<file path="src/rtl/ycbcr_pkg.sv">
`default_nettype none
// ============================================================================
// Module      : ycbcr_pkg
// Description : Shared constants, widths and divider FSM encoding for the
//               skin-colour segmentation / centroid tracker.
// Revision    : 1.0 - initial release
// ============================================================================
package ycbcr_pkg;

  // Datapath widths
  localparam int X_W   = 11;   // column coordinate
  localparam int Y_W   = 10;   // row coordinate
  localparam int SUM_W = 32;   // coordinate sums
  localparam int CNT_W = 20;   // foreground pixel count

  // Default frame geometry
  localparam int IMG_W_DEF = 1280;
  localparam int IMG_H_DEF = 720;

  // Default skin-tone window in the Cb/Cr plane (inclusive bounds)
  localparam int CB_MIN_DEF = 77;
  localparam int CB_MAX_DEF = 127;
  localparam int CR_MIN_DEF = 133;
  localparam int CR_MAX_DEF = 173;

  // Centroid divider controller states
  typedef enum logic [1:0] {
    ST_IDLE = 2'd0,
    ST_DIV  = 2'd1,
    ST_DONE = 2'd2
  } div_state_t;

  // Inclusive range test on an 8-bit chroma sample
  function automatic logic in_window(input logic [7:0] v,
                                     input logic [7:0] lo,
                                     input logic [7:0] hi);
    return (v >= lo) && (v <= hi);
  endfunction

endpackage
`default_nettype wire

</file>
<file path="src/rtl/delayline.sv">
`default_nettype none
// ============================================================================
// Module      : delayline
// Description : N-bit wide, DELAY-deep register delay line with synchronous
//               active-low clear.
// Ports       : clk   - clock
//               rst_n - synchronous active-low reset
//               din   - N-bit input
//               dout  - din delayed by DELAY cycles
// Revision    : 1.0 - initial release
// ============================================================================
module delayline #(
  parameter int N     = 1,
  parameter int DELAY = 1
) (
  input  logic         clk,
  input  logic         rst_n,
  input  logic [N-1:0] din,
  output logic [N-1:0] dout
);

  logic [DELAY-1:0][N-1:0] taps;

  always_ff @(posedge clk) begin
    if (!rst_n) begin
      taps <= '0;
    end else begin
      taps[0] <= din;
      for (int i = 1; i < DELAY; i++) begin
        taps[i] <= taps[i-1];
      end
    end
  end

  assign dout = taps[DELAY-1];

endmodule
`default_nettype wire

</file>
<file path="src/rtl/seq_divider.sv">
`default_nettype none
// ============================================================================
// Module      : seq_divider
// Description : Unsigned restoring divider, one quotient bit per cycle.
//               DVD_W iterations follow the start cycle. Only the low Q_W
//               quotient bits are exported.
// Ports       : clk      - clock
//               rst_n    - synchronous active-low reset (discards any
//                          division in progress)
//               start    - load operands and (re)start; overrides busy
//               dividend - DVD_W-bit numerator, sampled on start
//               divisor  - DVS_W-bit denominator, sampled on start (non-zero)
//               busy     - iterations in progress
//               done     - high during the final iteration; quotient is
//                          final from the following cycle
//               quotient - low Q_W bits of dividend / divisor
// Revision    : 1.0 - initial release
// ============================================================================
module seq_divider
  import ycbcr_pkg::*;
#(
  parameter int DVD_W = SUM_W,
  parameter int DVS_W = CNT_W,
  parameter int Q_W   = X_W
) (
  input  logic             clk,
  input  logic             rst_n,
  input  logic             start,
  input  logic [DVD_W-1:0] dividend,
  input  logic [DVS_W-1:0] divisor,
  output logic             busy,
  output logic             done,
  output logic [Q_W-1:0]   quotient
);

  localparam int             CW   = $clog2(DVD_W);
  localparam logic [CW-1:0]  LAST = CW'(DVD_W - 1);

  logic [DVD_W-1:0] quo;      // shifts dividend out, quotient bits in
  logic [DVS_W-1:0] rem;
  logic [DVS_W-1:0] dvs;
  logic [CW-1:0]    step_cnt;
  logic [DVS_W:0]   trial;
  logic [DVS_W:0]   diff;
  logic             ge;

  // Remainder is always < divisor, so the shifted trial fits in DVS_W+1 bits
  // and, when the subtraction is skipped, in DVS_W bits.
  assign trial = {rem, quo[DVD_W-1]};
  assign diff  = trial - {1'b0, dvs};
  assign ge    = (trial >= {1'b0, dvs});

  always_ff @(posedge clk) begin
    if (!rst_n) begin
      quo      <= '0;
      rem      <= '0;
      dvs      <= '0;
      step_cnt <= '0;
      busy     <= 1'b0;
    end else if (start) begin
      quo      <= dividend;
      rem      <= '0;
      dvs      <= divisor;
      step_cnt <= '0;
      busy     <= 1'b1;
    end else if (busy) begin
      rem      <= ge ? diff[DVS_W-1:0] : trial[DVS_W-1:0];
      quo      <= {quo[DVD_W-2:0], ge};
      step_cnt <= step_cnt + CW'(1);
      if (step_cnt == LAST) begin
        busy <= 1'b0;
      end
    end
  end

  assign done     = busy && (step_cnt == LAST);
  assign quotient = quo[Q_W-1:0];

endmodule
`default_nettype wire

</file>
<file path="src/rtl/ycbcr_centroid.sv">
`default_nettype none
// ============================================================================
// Module      : ycbcr_centroid
// Description : Binarises a YCbCr stream against a Cb/Cr window, accumulates
//               foreground coordinates per frame, divides during vertical
//               blanking and outputs the mask with a red crosshair at the
//               last valid centroid. Pixel/sync latency is 2 cycles.
// Ports       : clk, rst_n                       - clock, sync active-low reset
//               hsync_in, vsync_in, de_in         - input timing
//               pixel_in[23:0]                    - {Y, Cb, Cr}
//               hsync_out, vsync_out, de_out      - timing delayed 2 cycles
//               pixel_out[23:0]                   - RGB mask / crosshair
//               centroid_x, centroid_y            - last centroid
//               centroid_valid                    - centroid from non-empty frame
// Revision    : 1.0 - initial release
// ============================================================================
module ycbcr_centroid
  import ycbcr_pkg::*;
#(
  parameter int IMG_W  = IMG_W_DEF,
  parameter int IMG_H  = IMG_H_DEF,
  parameter int CB_MIN = CB_MIN_DEF,
  parameter int CB_MAX = CB_MAX_DEF,
  parameter int CR_MIN = CR_MIN_DEF,
  parameter int CR_MAX = CR_MAX_DEF
) (
  input  logic           clk,
  input  logic           rst_n,
  input  logic           hsync_in,
  input  logic           vsync_in,
  input  logic           de_in,
  input  logic [23:0]    pixel_in,
  output logic           hsync_out,
  output logic           vsync_out,
  output logic           de_out,
  output logic [23:0]    pixel_out,
  output logic [X_W-1:0] centroid_x,
  output logic [Y_W-1:0] centroid_y,
  output logic           centroid_valid
);

  localparam logic [X_W-1:0] X_MAX = X_W'(IMG_W - 1);
  localparam logic [Y_W-1:0] Y_MAX = Y_W'(IMG_H - 1);

  // ---------------------------------------------------------------- mask
  logic [7:0] unused_luma;
  logic       fg;

  assign unused_luma = pixel_in[23:16];
  assign fg = in_window(pixel_in[15:8], 8'(CB_MIN), 8'(CB_MAX)) &&
              in_window(pixel_in[7:0],  8'(CR_MIN), 8'(CR_MAX));

  // ------------------------------------------------ stage 1 and counters
  logic           de_s1;
  logic           fg_s1;
  logic [X_W-1:0] x_s1;
  logic [Y_W-1:0] y_s1;
  logic [X_W-1:0] x_cnt;
  logic [Y_W-1:0] y_cnt;
  logic           vsync_prev;
  logic           de_fall;
  logic           frame_end;
  logic           pix_hit;

  // de_s1 doubles as the previous-cycle de for edge detection
  assign de_fall   = de_s1 && !de_in;
  assign frame_end = vsync_in && !vsync_prev;
  assign pix_hit   = de_in && fg;

  always_ff @(posedge clk) begin
    if (!rst_n) begin
      de_s1      <= 1'b0;
      fg_s1      <= 1'b0;
      x_s1       <= '0;
      y_s1       <= '0;
      x_cnt      <= '0;
      y_cnt      <= '0;
      vsync_prev <= 1'b0;
    end else begin
      de_s1      <= de_in;
      fg_s1      <= fg;
      x_s1       <= x_cnt;
      y_s1       <= y_cnt;
      vsync_prev <= vsync_in;

      if (de_fall) begin
        x_cnt <= '0;
      end else if (de_in && (x_cnt != X_MAX)) begin
        x_cnt <= x_cnt + X_W'(1);
      end

      if (frame_end) begin
        y_cnt <= '0;
      end else if (de_fall && (y_cnt != Y_MAX)) begin
        y_cnt <= y_cnt + Y_W'(1);
      end
    end
  end

  // --------------------------------------------------------- accumulators
  logic [SUM_W-1:0] sum_x;
  logic [SUM_W-1:0] sum_y;
  logic [CNT_W-1:0] cnt;

  // On frame end the old totals go to the dividers (which sample them on
  // start) and a coincident foreground pixel seeds the new frame.
  always_ff @(posedge clk) begin
    if (!rst_n) begin
      sum_x <= '0;
      sum_y <= '0;
      cnt   <= '0;
    end else if (frame_end) begin
      sum_x <= pix_hit ? SUM_W'(x_cnt) : '0;
      sum_y <= pix_hit ? SUM_W'(y_cnt) : '0;
      cnt   <= pix_hit ? CNT_W'(1)     : '0;
    end else if (pix_hit) begin
      sum_x <= sum_x + SUM_W'(x_cnt);
      sum_y <= sum_y + SUM_W'(y_cnt);
      cnt   <= cnt + CNT_W'(1);
    end
  end

  // -------------------------------------------------------------- dividers
  logic           start_div;
  logic           busy_x;
  logic           busy_y;
  logic           done_x;
  logic           done_y;
  logic [X_W-1:0] quo_x;
  logic [Y_W-1:0] quo_y;

  seq_divider #(.DVD_W(SUM_W), .DVS_W(CNT_W), .Q_W(X_W)) u_div_x (
    .clk      (clk),
    .rst_n    (rst_n),
    .start    (start_div),
    .dividend (sum_x),
    .divisor  (cnt),
    .busy     (busy_x),
    .done     (done_x),
    .quotient (quo_x)
  );

  seq_divider #(.DVD_W(SUM_W), .DVS_W(CNT_W), .Q_W(Y_W)) u_div_y (
    .clk      (clk),
    .rst_n    (rst_n),
    .start    (start_div),
    .dividend (sum_y),
    .divisor  (cnt),
    .busy     (busy_y),
    .done     (done_y),
    .quotient (quo_y)
  );

  // ------------------------------------------------------------------- FSM
  div_state_t state;
  div_state_t state_nxt;
  logic       load_res;
  logic       clr_valid;

  always_ff @(posedge clk) begin
    if (!rst_n) begin
      state <= ST_IDLE;
    end else begin
      state <= state_nxt;
    end
  end

  always_comb begin
    state_nxt = state;
    start_div = 1'b0;
    load_res  = 1'b0;
    clr_valid = 1'b0;

    case (state)
      ST_IDLE: state_nxt = ST_IDLE;
      ST_DIV: begin
        if (done_x && done_y) begin
          state_nxt = ST_DONE;
        end else if (!busy_x || !busy_y) begin
          state_nxt = ST_IDLE;
        end
      end
      ST_DONE: begin
        load_res  = 1'b1;
        state_nxt = ST_IDLE;
      end
      default: state_nxt = ST_IDLE;
    endcase

    // A new frame end always wins: restart on fresh operands or, for an
    // empty frame, abandon any division and invalidate the centroid.
    if (frame_end) begin
      load_res = 1'b0;
      if (cnt != '0) begin
        start_div = 1'b1;
        state_nxt = ST_DIV;
      end else begin
        clr_valid = 1'b1;
        state_nxt = ST_IDLE;
      end
    end
  end

  always_ff @(posedge clk) begin
    if (!rst_n) begin
      centroid_x     <= '0;
      centroid_y     <= '0;
      centroid_valid <= 1'b0;
    end else if (load_res) begin
      centroid_x     <= quo_x;
      centroid_y     <= quo_y;
      centroid_valid <= 1'b1;
    end else if (clr_valid) begin
      centroid_valid <= 1'b0;
    end
  end

  // --------------------------------------------------- stage 2: overlay
  always_ff @(posedge clk) begin
    if (!rst_n) begin
      pixel_out <= '0;
    end else if (!de_s1) begin
      pixel_out <= '0;
    end else if (centroid_valid && ((x_s1 == centroid_x) || (y_s1 == centroid_y))) begin
      pixel_out <= 24'hFF0000;
    end else begin
      pixel_out <= fg_s1 ? 24'hFFFFFF : 24'h000000;
    end
  end

  // -------------------------------------------------------- sync delay
  delayline #(.N(3), .DELAY(2)) u_sync_dly (
    .clk   (clk),
    .rst_n (rst_n),
    .din   ({hsync_in, vsync_in, de_in}),
    .dout  ({hsync_out, vsync_out, de_out})
  );

endmodule
`default_nettype wire

</file>
<file path="config.mk">
export PLATFORM = sky130hd
export DESIGN_NAME = ycbcr_centroid
export DESIGN_NICKNAME = d
export VERILOG_FILES = /design/src/rtl/ycbcr_pkg.sv /design/src/rtl/delayline.sv /design/src/rtl/seq_divider.sv /design/src/rtl/ycbcr_centroid.sv
export SDC_FILE = /design/constraint.sdc
export NUM_CORES = 1
export LEC_CHECK = 0
export CAP_MARGIN = 20
export CORE_MARGIN = 2
export CORE_UTILIZATION = 50
export DETAILED_ROUTE_END_ITERATION = 8
export HOLD_SLACK_MARGIN = 0.12
export PLACE_DENSITY_LB_ADDON = 0.08
export RECOVER_POWER = 100
export SLEW_MARGIN = 0
export SYNTH_ARGS = -nofsm -noshare
export SYNTH_HDL_FRONTEND = slang
export SYNTH_SLANG_ARGS = --single-unit
</file>
<file path="constraint.sdc">
create_clock -name clk -period 4.1 [get_ports clk]
set_clock_uncertainty 0.15 [all_clocks]
set_input_delay 1.025 -clock clk [delete_from_list [all_inputs] [get_ports clk]]
set_output_delay 1.025 -clock clk [all_outputs]
set_load 0.005 [all_outputs]
</file>
**Word level (Yosys, flattened, before mapping)**

Cells that the tools add are included.

- Register bits: 319
- Bits of input ports: 29
- Output and inout bits: 49
- Logic and storage cells: 117

- Add/subtract/negate cells: 9
- Magnitude comparators: 6
- Eq/ne operators: 9
- Multiplexer cells: 36
- Bitwise operators: 2
- Reduce and logical (&&, ||, !) cells: 28

Operators by type and width:

| kind | count |
|---|---|
| $mux W32 | 8 |
| $mux W20 | 4 |
| $mux W24 | 2 |
| $ge A21 B20 Y1 | 2 |
| $sub A20 B20 Y20 | 2 |
| $add A32 B10 Y32 | 1 |
| $add A32 B11 Y32 | 1 |
| $add A20 B1 Y20 const B | 1 |
| $reduce_bool A20 Y1 | 1 |
| $mux W1 | 16 |
| $logic_and A1 B1 Y1 | 12 |
| $add A11 B1 Y11 const B | 1 |
| $eq A11 B11 Y1 | 1 |
| $mux W11 | 1 |
| $ne A11 B11 Y1 const B | 1 |
| $add A10 B1 Y10 const B | 1 |
| $add A5 B1 Y5 const B | 2 |
| $eq A10 B10 Y1 | 1 |
| $eq A5 B5 Y1 const B | 2 |
| $mux W10 | 1 |
| $ne A10 B10 Y1 const B | 1 |
| $ge A8 B7 Y1 const B | 1 |
| $ge A8 B8 Y1 const B | 1 |
| $le A8 B7 Y1 const B | 1 |
| other kinds (12) | 25 |

**Depth between registers and ports, before layout**

- Depth in word-level cells: 6
- Gate-level depth with buffers: 12
- Gate-level depth less buffers: 11

**Cells and area by module**

A second synthesis with hierarchy kept.

- Cell total of the unflattened synthesis: 2112
- Area, all modules: 17625.7 um^2

Modules (own cells, without submodules):

| module | instances | cells each | area each (um^2) | seq. area each (um^2) |
|---|---|---|---|---|
| ycbcr_centroid | 1 | 938 | 7907.6 | 3103.0 |
| seq_divider at u_div_x | 1 | 578 | 4783.3 | 1561.5 |
| seq_divider at u_div_y | 1 | 581 | 4754.6 | 1561.5 |
| delayline | 1 | 15 | 180.2 | 120.1 |

**Worst setup path after synthesis**

OpenSTA, ideal clock, no wires.

- Path type: input-to-reg
- Start point: input port pixel_in[6]
- End point: register sum_x[25]
- Library setup time: 0.070 ns
- Arrival: 2.824 ns
- Required time: 3.880 ns
- Setup slack: 1.056 ns
- Stages on the path: 6
- Buffers on the path: 0
- Cell sequence: nand4bb_1 -> a221oi_1 -> a31oi_1 -> nor3_1 -> or4b_2 -> a21oi_1

- Cells in the longest elaborated chain, start to end: 5
- Elaborated cells on any way between the ends: 6
- Classes of those cells: order compare (2); reduce/logical (4)

RTL lines:

| item | RTL line | source |
|---|---|---|
| start, declared | ycbcr_centroid.sv:32 | `input logic [23:0] pixel_in,` |
| $ge A8 B8 Y1 / $le A8 B8 Y1 (equally long branches) | ycbcr_pkg.sv:37 | `return (v >= lo) && (v <= hi);` |
| $logic_and A1 B1 Y1 * | ycbcr_pkg.sv:37 |  |
| $logic_and A1 B1 Y1 * | ycbcr_centroid.sv:50 | `assign fg = in_window(pixel_in[15:8], 8'(CB_MIN), 8'(CB_MAX)) &&` |
| $logic_and A1 B1 Y1 * | ycbcr_centroid.sv:68 | `assign pix_hit = de_in && fg;` |
| $reduce_bool A2 Y1 (no source line) * | n/a |  |
| end signal, assigned | ycbcr_centroid.sv:113 | `sum_x <= pix_hit ? SUM_W'(x_cnt) : '0;` |
| end signal, assigned | ycbcr_centroid.sv:117 | `sum_x <= sum_x + SUM_W'(x_cnt);` |
| end, declared | ycbcr_centroid.sv:101 | `logic [SUM_W-1:0] sum_x;` |

Every way passes the cells marked *; elsewhere a longest branch is shown, timed or not.
A chain may end at the register's enable or synchronous reset.

**Final worst setup path**

- Start point: input port pixel_in[9]
- End point: register cnt[6]

- Cells in the longest elaborated chain, start to end: 5
- Elaborated cells on any way between the ends: 6
- Classes of those cells: order compare (2); reduce/logical (4)

RTL lines:

| item | RTL line | source |
|---|---|---|
| $ge A8 B7 Y1 / $le A8 B7 Y1 (equally long branches) | ycbcr_pkg.sv:37 |  |
| $logic_and A1 B1 Y1 * | ycbcr_pkg.sv:37 |  |
| $logic_and A1 B1 Y1 * | ycbcr_centroid.sv:50 |  |
| $logic_and A1 B1 Y1 * | ycbcr_centroid.sv:68 |  |
| $reduce_bool A2 Y1 (no source line) * | n/a |  |
| end signal, assigned | ycbcr_centroid.sv:115 | `cnt <= pix_hit ? CNT_W'(1) : '0;` |
| end signal, assigned | ycbcr_centroid.sv:119 | `cnt <= cnt + CNT_W'(1);` |
| end, declared | ycbcr_centroid.sv:103 | `logic [CNT_W-1:0] cnt;` |

Marked as above.

==> results.md <==
- The run finished, with violations left.
- The final reports fail on capacitance limit, slew limit.
- The length of the first detailed-routing pass in iterations is 5.
- After floorplanning, the core was divided into 65 placement rows.
- At the end of the flow, the number of nets in the layout was 1993.
- The congestion estimate from routability-driven global placement came to 0.891.
- Grouping stages by cell kind, the critical path spends the most delay in buffers and inverters.
- The post-route antenna net violation count is 0.
- Setup slack on the critical path of the routed design comes to 0.527 ns.
- The routed design has 39200 µm of wire.
- Max-cap violations in this run came to 1.
- Dividing total power by cell area gives a power density of 339 nW/µm².
- The clock-pin slew on the worst setup and hold paths is 0.06 ns.
- Yosys mapped a number of flops with a built-in enable equal to 0.
- Pin placement for this block handled 78 I/O pins.
- In the synthesized netlist the dominant register cell turns out to be dfxtp_1.
- Clock tree synthesis found a total of 295 sinks.
- The critical path goes through clkdlybuf4s50_1 -> o211ai_1 -> a221oi_1 -> clkbuf_1 -> nand3_1 -> clkbuf_2 -> nor2_1 -> nand4_1 -> xor2_1 -> nor2_1.
- The leakage power is 7.74 nW.
- For this run the aggregate overflow at the end of global routing stands at 0.
- The global-route wire length before repair is 64800 µm.
- After detailed routing, the number of vias per cell comes to 5.66.
- Synthesis produced a netlist whose cell count is 1888.
- The library cell appearing most often on the critical path is nor2_1.
- The critical path starts at pixel_in[9].
- The count of unique library cells instantiated by Yosys is 84.
- Prior to clock tree synthesis, the placed netlist has a worst setup slack of 0.241 ns.
- The filler cell count is 2867.
- The number of CTS-inserted buffers is 34.
- From synthesis to final layout, the design area changed by 11.9%.
- The post-route fraction of the period consumed by the critical path is 87.1%.
- The synthesized netlist net count is 1990.
- In this run the worst path has a maximum fanout of 39.
- The clock period could shrink to 3.57 ns.
- Post-CTS repair changed the size of 0 cells.
- The chip height is 183 µm.
- The cell taking the most area after synthesis is dfxtp_1.
- The setup fix buffers added after clock tree synthesis is 0.
- Setup violations remaining at the end of the flow were counted as 0.
- The buffering stage count on the worst path with inverters included is 3.
- The reg-to-reg critical path startpoint is cnt[0].
- Entering global routing, the biggest net connects 102 pins.
- By count the netlist is led by dfxtp_1 (295), nand2_1 (256), nor2_1 (131), a21oi_1 (100), clkbuf_1 (99).
- The tightest min-delay check is of the flop to flop type.
- The number of hold-repair buffers added at the cts stage is 0.
- The number of cells on the critical path is 10.
- STA classifies the critical path endpoint as a flop.
- The share of flip-flops with an asynchronous set or reset after synthesis is 0%.
- Summing the sequential cell areas from Yosys gives 36.7% of the chip area.
- The type of the setup path with the least slack is primary input to flop.
- The longest clock path from root to sink contains 3 buffers.
- The largest voltage drop on the vdd net is 346 µV.
- Port buffering added 69 buffers.
- After detailed routing, the average wire length per cell comes to 16.9 µm.
- The worst relative slew slack is -1.86%.
- The area of the mapped netlist is 16100 µm².
- The measured slew at the worst slew-check pin is 1.53 ns.
- The maximum achievable frequency is 280 MHz.
- The overall die width is 183 µm.
- Global routing consumed, over all layers together, 23.6% of the routing resources.
- The number of design-rule violations left by the first detailed-router iteration is 708.
- Cells with a size suffix above 1 make up 5.59% of the layout.
- The die covers 33600 µm².
- At the worst endpoint, the arrival time is 3.80 ns.
- After detailed routing, the number of remaining DRC violations is 0.
- On the critical path, the stage with the largest delay is an instance of clkbuf_2.
- In this run, synthesis produced a sequential element count of 295.
- In this run the standard cell core region covers 31600 µm².
- The detailed placer's ending HPWL is 27500 µm.
- For this run, the slowest stage of the critical path takes 0.57 ns.
- The repair_antennas step left the layout with diodes totalling 0.
- In the final timing run, aggregate negative setup slack is 0 ns.
- The number of global-route vias before repair is 12700.
- The area share of the leading cell type in the synthesized netlist is 36.7%.
- TritonCTS built the clock tree.
- CTS built an H-tree with a depth of 2.
- In the final layout, the multi-input gates occupy 9390 µm².
- Clock latency on the worst-skew pair, taken at its later pin, is 0.53 ns.
- The count of endpoints failing hold in the final timing report is 0.
- The CTS root buffer is clkbuf_16.
- The effective utilization at floorplan is 50.8%.
- The capturing element of the worst setup path is cnt[6].
- In the final layout, flip-flops and latches occupy 5910 µm².
- The worst setup path is launched from a primary input.
- The utilization after layout is 56.9%.
- Sorting the synthesized cells by area gives the leading types as dfxtp_1 (37%), nand2_1 (6.0%), mux2i_1 (5.6%), ha_1 (5.4%), xnor2_1 (4.2%).
- The end of the worst register-to-register path is u_div_x.rem[11].
- The number of max-slew violations in the final report is 77.
- Setup repair after global routing left no endpoint under its margin.
- For this block, the via count after detailed routing is 13100.
- The critical path data required time is 4.33 ns.
- In this run the mean area of a mapped cell was 8.52 µm².
- Setup slack on the worst reg-to-reg path comes out at 0.57 ns.
- The most repeated cell in the gate-level netlist after synthesis is dfxtp_1.
- The number of warnings reported in the yosys synthesis log is 0.
- The worst register-to-register path has a depth of 9.
- The number of antenna violations at the first check in global routing is 0.
[cell type report]
type	instances	area share, %
Multi-Input combinational cell	1413	52.2
Clock inverter	13	0.681
Inverter	45	0.939
Tap cell	402	2.80
Timing Repair Buffer	102	5.08
Clock buffer	47	5.44
Sequential cell	295	32.9
[cells by family (layout without fill, tap and decap cells)]
| group | Yosys count | in the layout | share of synthesized area [%] |
|---|---|---|---|
| and+or+nand+nor | 678 | 678 | 20.8 |
| AOI/OAI and AO/OA | 436 | 436 | 18.8 |
| DFF | 295 | 295 | 36.7 |
| buffers and inverters | 180 | 207 | 4.81 |
| xor gates and xnor gates | 135 | 135 | 7.35 |
| muxes | 91 | 91 | 5.67 |
| adders and majority gates | 73 | 73 | 5.87 |
[metrics by stage]
step                std cells  hold WS, ns  power (mW)  instance area, µm²
CTS                      2317        0.286        6.19               18100
floorplan                1888        0.262        3.11               16100
global route             2317        0.293        6.33               18000
global placement         2257        0.270        3.19               17000
finish                   2317        0.277        6.11               18000
detailed placement       2257        0.275        3.20               17000
[cells in the final DEF, fill, tap and decap left out, types with 9 or more instances in the layout]
cell and instances:
buf_4 22, nor3_1 32, clkdlybuf4s50_1 18, a31oi_1 12, o21ai_0 94, ha_1 69, nand4_1 38, clkbuf_1 11
and2_0 19, or3_1 16, nor2_1 131, nor2b_1 13, xor2_1 58, and2_1 23, nand3_1 41, nand2b_1 9
nor4_1 19, and3_1 22, nor3b_1 12, dfxtp_1 293, a211oi_1 10, dlygate4sd3_1 50, mux2i_1 90, a21oi_1 100
clkbuf_16 34, nand2_1 256, a21o_1 23, o211a_1 62, a21boi_0 49, xnor2_1 77, inv_1 45
[worst min-delay path by stage]
stage | from | to | slack (ns) | cells past startpoint
2_1_floorplan | u_sync_dly.taps[2] | u_sync_dly.dout[2] | 0.26 | 1
4_1_cts | u_sync_dly.taps[2] | u_sync_dly.dout[2] | 0.29 | 1
6_report | u_sync_dly.taps[2] | u_sync_dly.dout[2] | 0.28 | 1
5_1_grt | u_sync_dly.taps[2] | u_sync_dly.dout[2] | 0.29 | 1
3_3_place_gp | u_sync_dly.taps[2] | u_sync_dly.dout[2] | 0.27 | 1
3_5_place_dp | u_sync_dly.taps[2] | u_sync_dly.dout[2] | 0.28 | 1
[sequential cells by signal, indices dropped and copies added (netlist names), 3 cells and up]
register,cells
centroid_x,11
centroid_y,10
cnt,20
sum_x,32
sum_y,32
u_div_x.dvs,20
u_div_x.quo,32
u_div_x.rem,20
u_div_x.step_cnt,5
u_div_y.quo,32
u_div_y.rem,20
u_div_y.step_cnt,5
u_sync_dly.dout,3
u_sync_dly.taps,3
x_cnt,11
x_s1,11
y_cnt,10
y_s1,10
[power breakdown]
group	leakage (nW)	switching [mW]	internal (mW)
Sequential	2.38	0.0125	2.88
Clock	0.549	1.23	1.75
Combinational	4.82	0.143	0.0928
Total	7.74	1.39	4.72
[layer usage]
metal  GRT usage, %  part of all wire [%]  vias up
met5              0                     0        -
met4           7.39                   2.6        0
met3           3.06                   2.6       59
met2           42.4                    49      154
met1           29.3                    45     6202
li1               -                     -     6690
No activity file was read; power rests on OpenSTA's default activity.
